===== src/rtl/intr_ctrl_pkg.sv =====
// Shared register-select constants for the interrupt controller config port.
// The CSR and DMA decode logic import the same names so every block agrees on
// which select value means which register.
package intr_ctrl_pkg;

    localparam int CFG_AW = 2;
    localparam int CFG_DW = 32;

    localparam logic [CFG_AW-1:0] REG_ENABLE     = 2'd0;
    localparam logic [CFG_AW-1:0] REG_EDGE       = 2'd1;
    localparam logic [CFG_AW-1:0] REG_PENDING    = 2'd2;
    localparam logic [CFG_AW-1:0] REG_IN_SERVICE = 2'd3;

endpackage


===== src/rtl/intr_sync.sv =====
// W-bit two-flop synchronizer bringing asynchronous interrupt lines into clk.
module intr_sync #(
    parameter int W = 8
) (
    input  logic         clk,
    input  logic         rst_n,
    input  logic [W-1:0] d,
    output logic [W-1:0] q
);

    logic [W-1:0] meta;

    // Two back-to-back flops; only q is safe to use downstream.
    always_ff @(posedge clk or negedge rst_n) begin
        if (!rst_n) begin
            meta <= '0;
            q    <= '0;
        end else begin
            meta <= d;
            q    <= meta;
        end
    end

endmodule


===== src/rtl/intr_ctrl.sv =====
// Fixed-priority external interrupt controller. Synchronizes the raw lines,
// tracks pending (edge or level) and in-service state per channel, and
// presents the lowest-index eligible channel to the EX stage.
module intr_ctrl
    import intr_ctrl_pkg::*;
#(
    parameter int NCH = 8,
    parameter int IDW = 3
) (
    input  logic              clk,
    input  logic              rst_n,
    input  logic [NCH-1:0]    irq_in,
    input  logic              csr_meie,
    output logic              g_interrupt,
    output logic [IDW-1:0]    int_id,
    input  logic              int_claim,
    input  logic              int_complete,
    input  logic [IDW-1:0]    int_cmpl_id,
    input  logic              cfg_we,
    input  logic [CFG_AW-1:0] cfg_wadr,
    input  logic [CFG_DW-1:0] cfg_wdata,
    input  logic [CFG_AW-1:0] cfg_radr,
    output logic [CFG_DW-1:0] cfg_rdata
);

    logic [NCH-1:0] irq_s;
    logic [NCH-1:0] irq_d;
    logic [NCH-1:0] enable;
    logic [NCH-1:0] edge_mode;
    logic [NCH-1:0] pending;
    logic [NCH-1:0] in_service;

    logic [NCH-1:0] wdata_ch;
    logic           wr_enable;
    logic           wr_edge;
    logic           wr_pending;
    logic           claim_ok;
    logic [NCH-1:0] claim_mask;
    logic [NCH-1:0] cmpl_mask;
    logic [NCH-1:0] edge_set;
    logic [NCH-1:0] w1c_mask;
    logic [NCH-1:0] to_edge;
    logic [NCH-1:0] pending_nxt;
    logic [NCH-1:0] in_service_nxt;
    logic [NCH-1:0] eligible;
    logic           any_eligible;
    logic [IDW-1:0] id_nxt;
    logic [CFG_DW-1:0] rd_mux;

    // Only the low NCH bits of write data carry meaning.
    logic unused_wdata;
    assign unused_wdata = ^cfg_wdata;

    intr_sync #(.W(NCH)) u_sync (
        .clk   (clk),
        .rst_n (rst_n),
        .d     (irq_in),
        .q     (irq_s)
    );

    // History flop for rising-edge detection on the synchronized lines.
    always_ff @(posedge clk or negedge rst_n) begin
        if (!rst_n) irq_d <= '0;
        else        irq_d <= irq_s;
    end

    assign wdata_ch   = cfg_wdata[NCH-1:0];
    assign wr_enable  = cfg_we && (cfg_wadr == REG_ENABLE);
    assign wr_edge    = cfg_we && (cfg_wadr == REG_EDGE);
    assign wr_pending = cfg_we && (cfg_wadr == REG_PENDING);

    // A claim only counts while a request is actually being presented.
    assign claim_ok = int_claim && g_interrupt;

    // One-hot decode of the claimed and completed channels; an out-of-range
    // completion index matches nothing and so is a no-op.
    always_comb begin
        claim_mask = '0;
        cmpl_mask  = '0;
        for (int i = 0; i < NCH; i++) begin
            if (claim_ok && (int_id == IDW'(i)))          claim_mask[i] = 1'b1;
            if (int_complete && (int_cmpl_id == IDW'(i))) cmpl_mask[i]  = 1'b1;
        end
    end

    // Edge channels: set beats claim/W1C. Level channels follow the line.
    // A channel switched from level to edge starts with a clean pending bit.
    assign edge_set    = irq_s & ~irq_d & edge_mode;
    assign w1c_mask    = wr_pending ? wdata_ch : '0;
    assign to_edge     = wr_edge ? (wdata_ch & ~edge_mode) : '0;
    assign pending_nxt = ((edge_mode & ((pending & ~claim_mask & ~w1c_mask) | edge_set))
                         | (~edge_mode & irq_s)) & ~to_edge;

    // Completion retires the old service bit, a claim sets a new one.
    assign in_service_nxt = (in_service & ~cmpl_mask) | claim_mask;

    // The channel being claimed right now must not be re-presented next cycle.
    assign eligible     = pending & enable & ~in_service & ~claim_mask;
    assign any_eligible = |eligible;

    // Fixed priority: lowest index wins; hold the last id when idle.
    always_comb begin
        id_nxt = int_id;
        for (int i = NCH - 1; i >= 0; i--) begin
            if (eligible[i]) id_nxt = IDW'(i);
        end
    end

    // Software-visible configuration; writes land on the next edge.
    always_ff @(posedge clk or negedge rst_n) begin
        if (!rst_n) begin
            enable    <= '0;
            edge_mode <= '0;
        end else begin
            if (wr_enable) enable    <= wdata_ch;
            if (wr_edge)   edge_mode <= wdata_ch;
        end
    end

    // Pending and in-service state per channel.
    always_ff @(posedge clk or negedge rst_n) begin
        if (!rst_n) begin
            pending    <= '0;
            in_service <= '0;
        end else begin
            pending    <= pending_nxt;
            in_service <= in_service_nxt;
        end
    end

    // Registered request and channel index toward the EX stage.
    always_ff @(posedge clk or negedge rst_n) begin
        if (!rst_n) begin
            g_interrupt <= 1'b0;
            int_id      <= '0;
        end else begin
            g_interrupt <= csr_meie && any_eligible;
            int_id      <= id_nxt;
        end
    end

    // Read-side register select, zero-extended to the bus width.
    always_comb begin
        rd_mux = '0;
        case (cfg_radr)
            REG_ENABLE:     rd_mux[NCH-1:0] = enable;
            REG_EDGE:       rd_mux[NCH-1:0] = edge_mode;
            REG_PENDING:    rd_mux[NCH-1:0] = pending;
            REG_IN_SERVICE: rd_mux[NCH-1:0] = in_service;
        endcase
    end

    // Read data appears one cycle after the select.
    always_ff @(posedge clk or negedge rst_n) begin
        if (!rst_n) cfg_rdata <= '0;
        else        cfg_rdata <= rd_mux;
    end

endmodule


===== config.mk =====
export PLATFORM = sky130hd
export DESIGN_NAME = intr_ctrl
export DESIGN_NICKNAME = d
export VERILOG_FILES = /design/src/rtl/intr_ctrl_pkg.sv /design/src/rtl/intr_sync.sv /design/src/rtl/intr_ctrl.sv
export SDC_FILE = /design/constraint.sdc
export NUM_CORES = 1
export LEC_CHECK = 0
export ABC_AREA = 1
export CAP_MARGIN = 20
export CORE_MARGIN = 8
export CORE_UTILIZATION = 47
export DETAILED_ROUTE_END_ITERATION = 8
export PLACE_DENSITY_LB_ADDON = 0.25
export SLEW_MARGIN = 20
export SYNTH_ARGS = -nofsm -noshare
export SYNTH_HDL_FRONTEND = slang
export SYNTH_SLANG_ARGS = --single-unit
export TNS_END_PERCENT = 5

===== constraint.sdc =====
create_clock -name clk -period 1.71 [get_ports clk]
set_clock_uncertainty 0.05 [all_clocks]
set_input_delay 0.342 -clock clk [delete_from_list [all_inputs] [get_ports clk]]
set_output_delay 0.342 -clock clk [all_outputs]
set_load 0.01 [all_outputs]

# ---- After elaboration in Yosys (flattened, before gate mapping)
# Cells that the tools add are included.
dict set report word_totals {
  ff_bits 68
  in_bits 53
  output_inout_bits 36
  word_cells 105
}
dict set report classes {
  n_eq_ne 19
  muxes 27
  bitwise 22
  n_reduce_logical 27
}
# operator n
set op_table {}
lappend op_table {{$and 8x8->8} 12}
lappend op_table {{$not 8->8} 7}
lappend op_table {{$pmux 8 s4} 1}
lappend op_table {{$eq 3x3->1 const B} 8}
lappend op_table {{$mux 3} 8}
lappend op_table {{$or 8x8->8} 3}
lappend op_table {{$logic_and 1x1->1} 21}
lappend op_table {{$mux 1} 16}
lappend op_table {{$mux 8} 2}
lappend op_table {{$eq 3x2->1 const B} 4}
lappend op_table {{$reduce_bool 8->1} 1}
lappend op_table {{$reduce_or 8->1} 1}
lappend op_table {{$eq 2x2->1 const B} 3}
lappend op_table {{$eq 3x1->1 const B} 2}
lappend op_table {{$logic_not 3->1} 2}
lappend op_table {{$eq 2x1->1 const B} 2}
lappend op_table {{$logic_not 2->1} 2}

# ---- Depth between registers and ports, before layout
dict set report logic_depth {
  depth_word 13
  depth_mapped 12
  mapped_depth_nobuf 12
}

# ---- Cells and area by module
# From an unflattened synthesis, not the netlist that was laid out.
dict set report unflattened {
  hier_cells 323
  hier_area_um2 2956.6
}
# mod n_inst cells_each area_each_um2
set modules_own_cells {}
lappend modules_own_cells {intr_ctrl 1 307 2556.2}
lappend modules_own_cells {intr_sync 1 16 400.4}

# ---- Least setup slack after synthesis
# Ideal clock, no wire load.
dict set report synth_timing {
  kind {reg-to-reg}
  from {reg int_id[2]}
  to {reg int_id[0]}
  setup_ps 117
  arrival_time_ps 1165
  path_slack_ps 378
  stages_incl_launch_ff 10
  path_buffers 0
  cell_sequence {dfrtp_1 inv_2 nor2_4 nand2_2 nand2_2 nand2_2 nor2_4 a21oi_2 nand2_1 nand2_1}
}
dict set report synth_via {
  elab_chain_len 12
  elab_cells_between_ends 34
  classes_between {eq/ne (7); mux (15); bitwise (2); reduce/logical (10)}
}
# item line
set synth_lines {}
lappend synth_lines {{start: declaration} intr_ctrl.sv:15} ;# output logic [IDW-1:0] int_id,
lappend synth_lines {{start signal: assignment} intr_ctrl.sv:138} ;# int_id <= id_nxt;
lappend synth_lines {{$eq 3x3->1} intr_ctrl.sv:81} ;# if (claim_ok && (int_id == IDW'(i))) claim_mask[i] = 1'b1;
lappend synth_lines {{$logic_and 1x1->1} intr_ctrl.sv:81}
lappend synth_lines {{$mux 1} intr_ctrl.sv:81}
lappend synth_lines {{$not 8->8 (*)} intr_ctrl.sv:98} ;# assign eligible = pending & enable & ~in_service & ~claim_mask;
lappend synth_lines {{$and 8x8->8 (*)} intr_ctrl.sv:98}
lappend synth_lines {{$mux 3 (7 in a row)} intr_ctrl.sv:105} ;# if (eligible[i]) id_nxt = IDW'(i);
# Mark *: on every way between the ends. The rest lies on a longest branch, timed or not.
# A chain may end at the register's enable or synchronous reset.

# ---- Final worst setup path
dict set report layout_timing {
  from {reg cfg_rdata[4]}
  to {out cfg_rdata[4]}
}
# item line
set layout_lines {}
lappend layout_lines {{start: declaration} intr_ctrl.sv:23} ;# output logic [CFG_DW-1:0] cfg_rdata
lappend layout_lines {{start signal: assignment} intr_ctrl.sv:156} ;# else cfg_rdata <= rd_mux;
# No word-level cell between the ends.

==> impl_metrics.csv <==
group,metric,value,unit
clock_tree,numCtsBuffers,9,
synth,ys_ff_latch,68,
drt,postRouteAntennaNets,0,
worst_setup_path,critPathSlowestCell,"clkdlybuf4s50_1",
worst_setup_path,cp_data_arrival_time,1.20,ns
worst_setup_path,cp-end-kind,"primary output",
worst_hold_path,holdCritPathClass,"reg2reg",
worst_setup_path,crit_type,"reg2out",
placement,dp_cells,458,
clock_tree,clockRootBuffer,"clkbuf_8",
worst_setup_path,crit_buf_inv,1,
synth,netlist_instances,323,
grt,grt_pass1_wl,10.5,mm
sta,fin_crit_sh,92.8,%
sta,drv_slew,0,
sta,slew_headroom,52.6,%
clock_tree,clock-sinks,68,
placement,dp_hpwl,4.74,mm
grt,antenna_found_initial,0,
die,start_util,47.7,%
power_and_ir_drop,powerDensity,1220,nW/um^2
die,design.die.area,9080,sq um
die,die_w,95.3,microns
drt,drtPass1Iterations,5,
grt,grt_pass1_vias,2249,
die,fp-row-count,29,
worst_setup_path,cp_top_family,"buffers and inverters",
sta,worst_pin_slew,0.708,ns
worst_setup_path,path_cells,"clkdlybuf4s50_1",
worst_setup_path,critPathMaxFanout,1,
sta,rsz0062_at_grt,"false",
drt,routed_wl,6.42,mm
grt,grt_start_max_net_pins,69,
placement,port_buffers,40,
drt,via_count,2317,
synth,ys_seq_area_share,57.6,%
worst_setup_path,required,1.32,ns
synth,yosysWarnings,0,
finish,mostFrequentLayoutCells,"122 x nand2_1, 66 x dfrtp_1, 35 x clkdlybuf4s50_1, 24 x conb_1, 23 x nor2_1",
drt,drt-wirelength-per-cell,13.6,microns
grt,grt_util_all_layers,15.3,%
finish,diodes,0,
finish,final_net_count,446,
drt,via_per_inst,4.89,
finish,layout-drive-gt1-share,14.6,%
die,fp.dieH,95.3,microns
sta,hold_viol,0,
die,core-area,6200,sq um
clock_tree,path_clk_slew,0.07,ns
die,ioPinCount,89,
power_and_ir_drop,cellLeakagePower,1.85,nW
finish,area_delta_synth_final,25.7,%
synth,synthesis.area,2960,sq um
sta,setup_violations,0,
worst_setup_path,cp-start-kind,"register",
drt,drcViolationCount,0,
worst_setup_path,crit_path_max_incr_delay,0.53,ns
clock_tree,h-tree-depth,3,
job,maxCapViolations,0,
synth,yosysUniqueCellTypes,21,
placement,globalplace.congestion,0.889,
finish,fin_util,59.9,%
power_and_ir_drop,irDropWorstVdd,0.000589,V
run_status,status,"completed",
grt,grt_overflow,0,
finish,layout.cells.non_filler,474,
synth,avgSynthCellArea,9.15,sq um
clock_tree,clk_path_buf_depth,2,
clock_tree,post_cts_buffers,0,
drt,drtIter0Drc,150,
clock_tree,cts_tree,"yes",
clock_tree,clk_latency,0.34,ns
sta,fin_hold_ws,0.297,ns
power_and_ir_drop,total_power,4.52,mW
sta,final.min_clock_period,1.59,ns
finish,layout_commonest_cell,"nand2_1",
sta,max_freq,630,MHz
==> report_power, final <==
group / switching, mW / total, mW / internal [mW]
combinational: 0.616 / 1.13 / 0.514
clock: 0.547 / 1.25 / 0.705
sequential: 0.224 / 2.14 / 1.91
==> cells by family after synthesis <==
| family | share of synthesized area, % |
|---|---|
| AOI/OAI and AO/OA | 4.95 |
| muxes | 3.05 |
| and+or+nand+nor | 25.6 |
| buffers and inverters | 8.76 |
| other | 0.127 |
| DFF | 57.6 |
==> routing by layer <==
metal	vias up	track usage, %	wire length [microns]
li1	1131	-	-
met1	1111	19.0	2770
met2	67	23.7	3020
met3	8	5.12	528
met4	0	7.02	104
met5	-	0	0
==> worst paths after layout <==
| path | start | to | slack [ns] | cells past startpoint |
|---|---|---|---|---|
| max | cfg_rdata[4] | cfg_rdata[4] | 0.12 | 1 |
| min | u_sync.meta[1] | u_sync.q[1] | 0.30 | 0 |
| max reg2reg | g_interrupt | int_id[1] | 0.26 | 8 |
| min reg2reg | u_sync.meta[1] | u_sync.q[1] | 0.30 | 0 |
| max in group asynchronous | rst_n | irq_d[1] | 0.82 | 3 |
| min in group asynchronous | rst_n | enable[5] | 0.50 | 3 |
==> flip-flops by register name, summed over array words and instances (netlist names) <==
register,count
cfg_rdata,8
edge_mode,8
enable,8
g_interrupt,1
in_service,8
int_id,3
irq_d,8
pending,8
u_sync.meta,8
u_sync.q,8
==> area by class of cell <==
type                            instances  area [sq um]
Fill cell                             534          2490
Sequential cell                        68          1700
Multi-Input combinational cell        233          1080
Timing Repair Buffer                   60           572
Clock buffer                           13           149
Tap cell                               77          96.3
Inverter                               21          78.8
Clock inverter                          2          35.0
==> repair_timing <==
item / in CTS / in global routing
endpoints found under the hold margin: 68 / 0
resized for setup: 5 / 1
hold buffers: 1 / 0
endpoints found under the setup margin: 4 / 1
==> per-stage QoR <==
step	setup slack, ns	cell area (sq um)	TNS, ns
after floorplan	0.378	3040	0
after global placement	-0.121	3520	-0.463
after detailed placement	-0.162	3520	-0.619
after CTS	0.000419	3710	0
after global routing	0.0707	3720	0
final	0.123	3720	0
==> synth_stat cells <==
library cell,count,share of area (%)
a21boi_0,1,0.25
a21boi_2,1,0.38
a21oi_2,1,0.30
a31oi_1,1,0.21
buf_4,24,6.1
conb_1,1,0.13
dfrtp_1,68,58
inv_1,20,2.5
inv_2,1,0.13
mux2_2,8,3.0
nand2_1,122,15
nand2_2,8,1.7
nand3_1,6,1.0
nand3_2,1,0.34
nand4_1,13,2.8
nor2_1,23,2.9
nor2_2,1,0.21
nor2_4,3,1.1
o2111ai_1,3,0.89
o21ai_0,16,2.7
o22ai_1,1,0.21
Power figures use the tool's default switching activity.
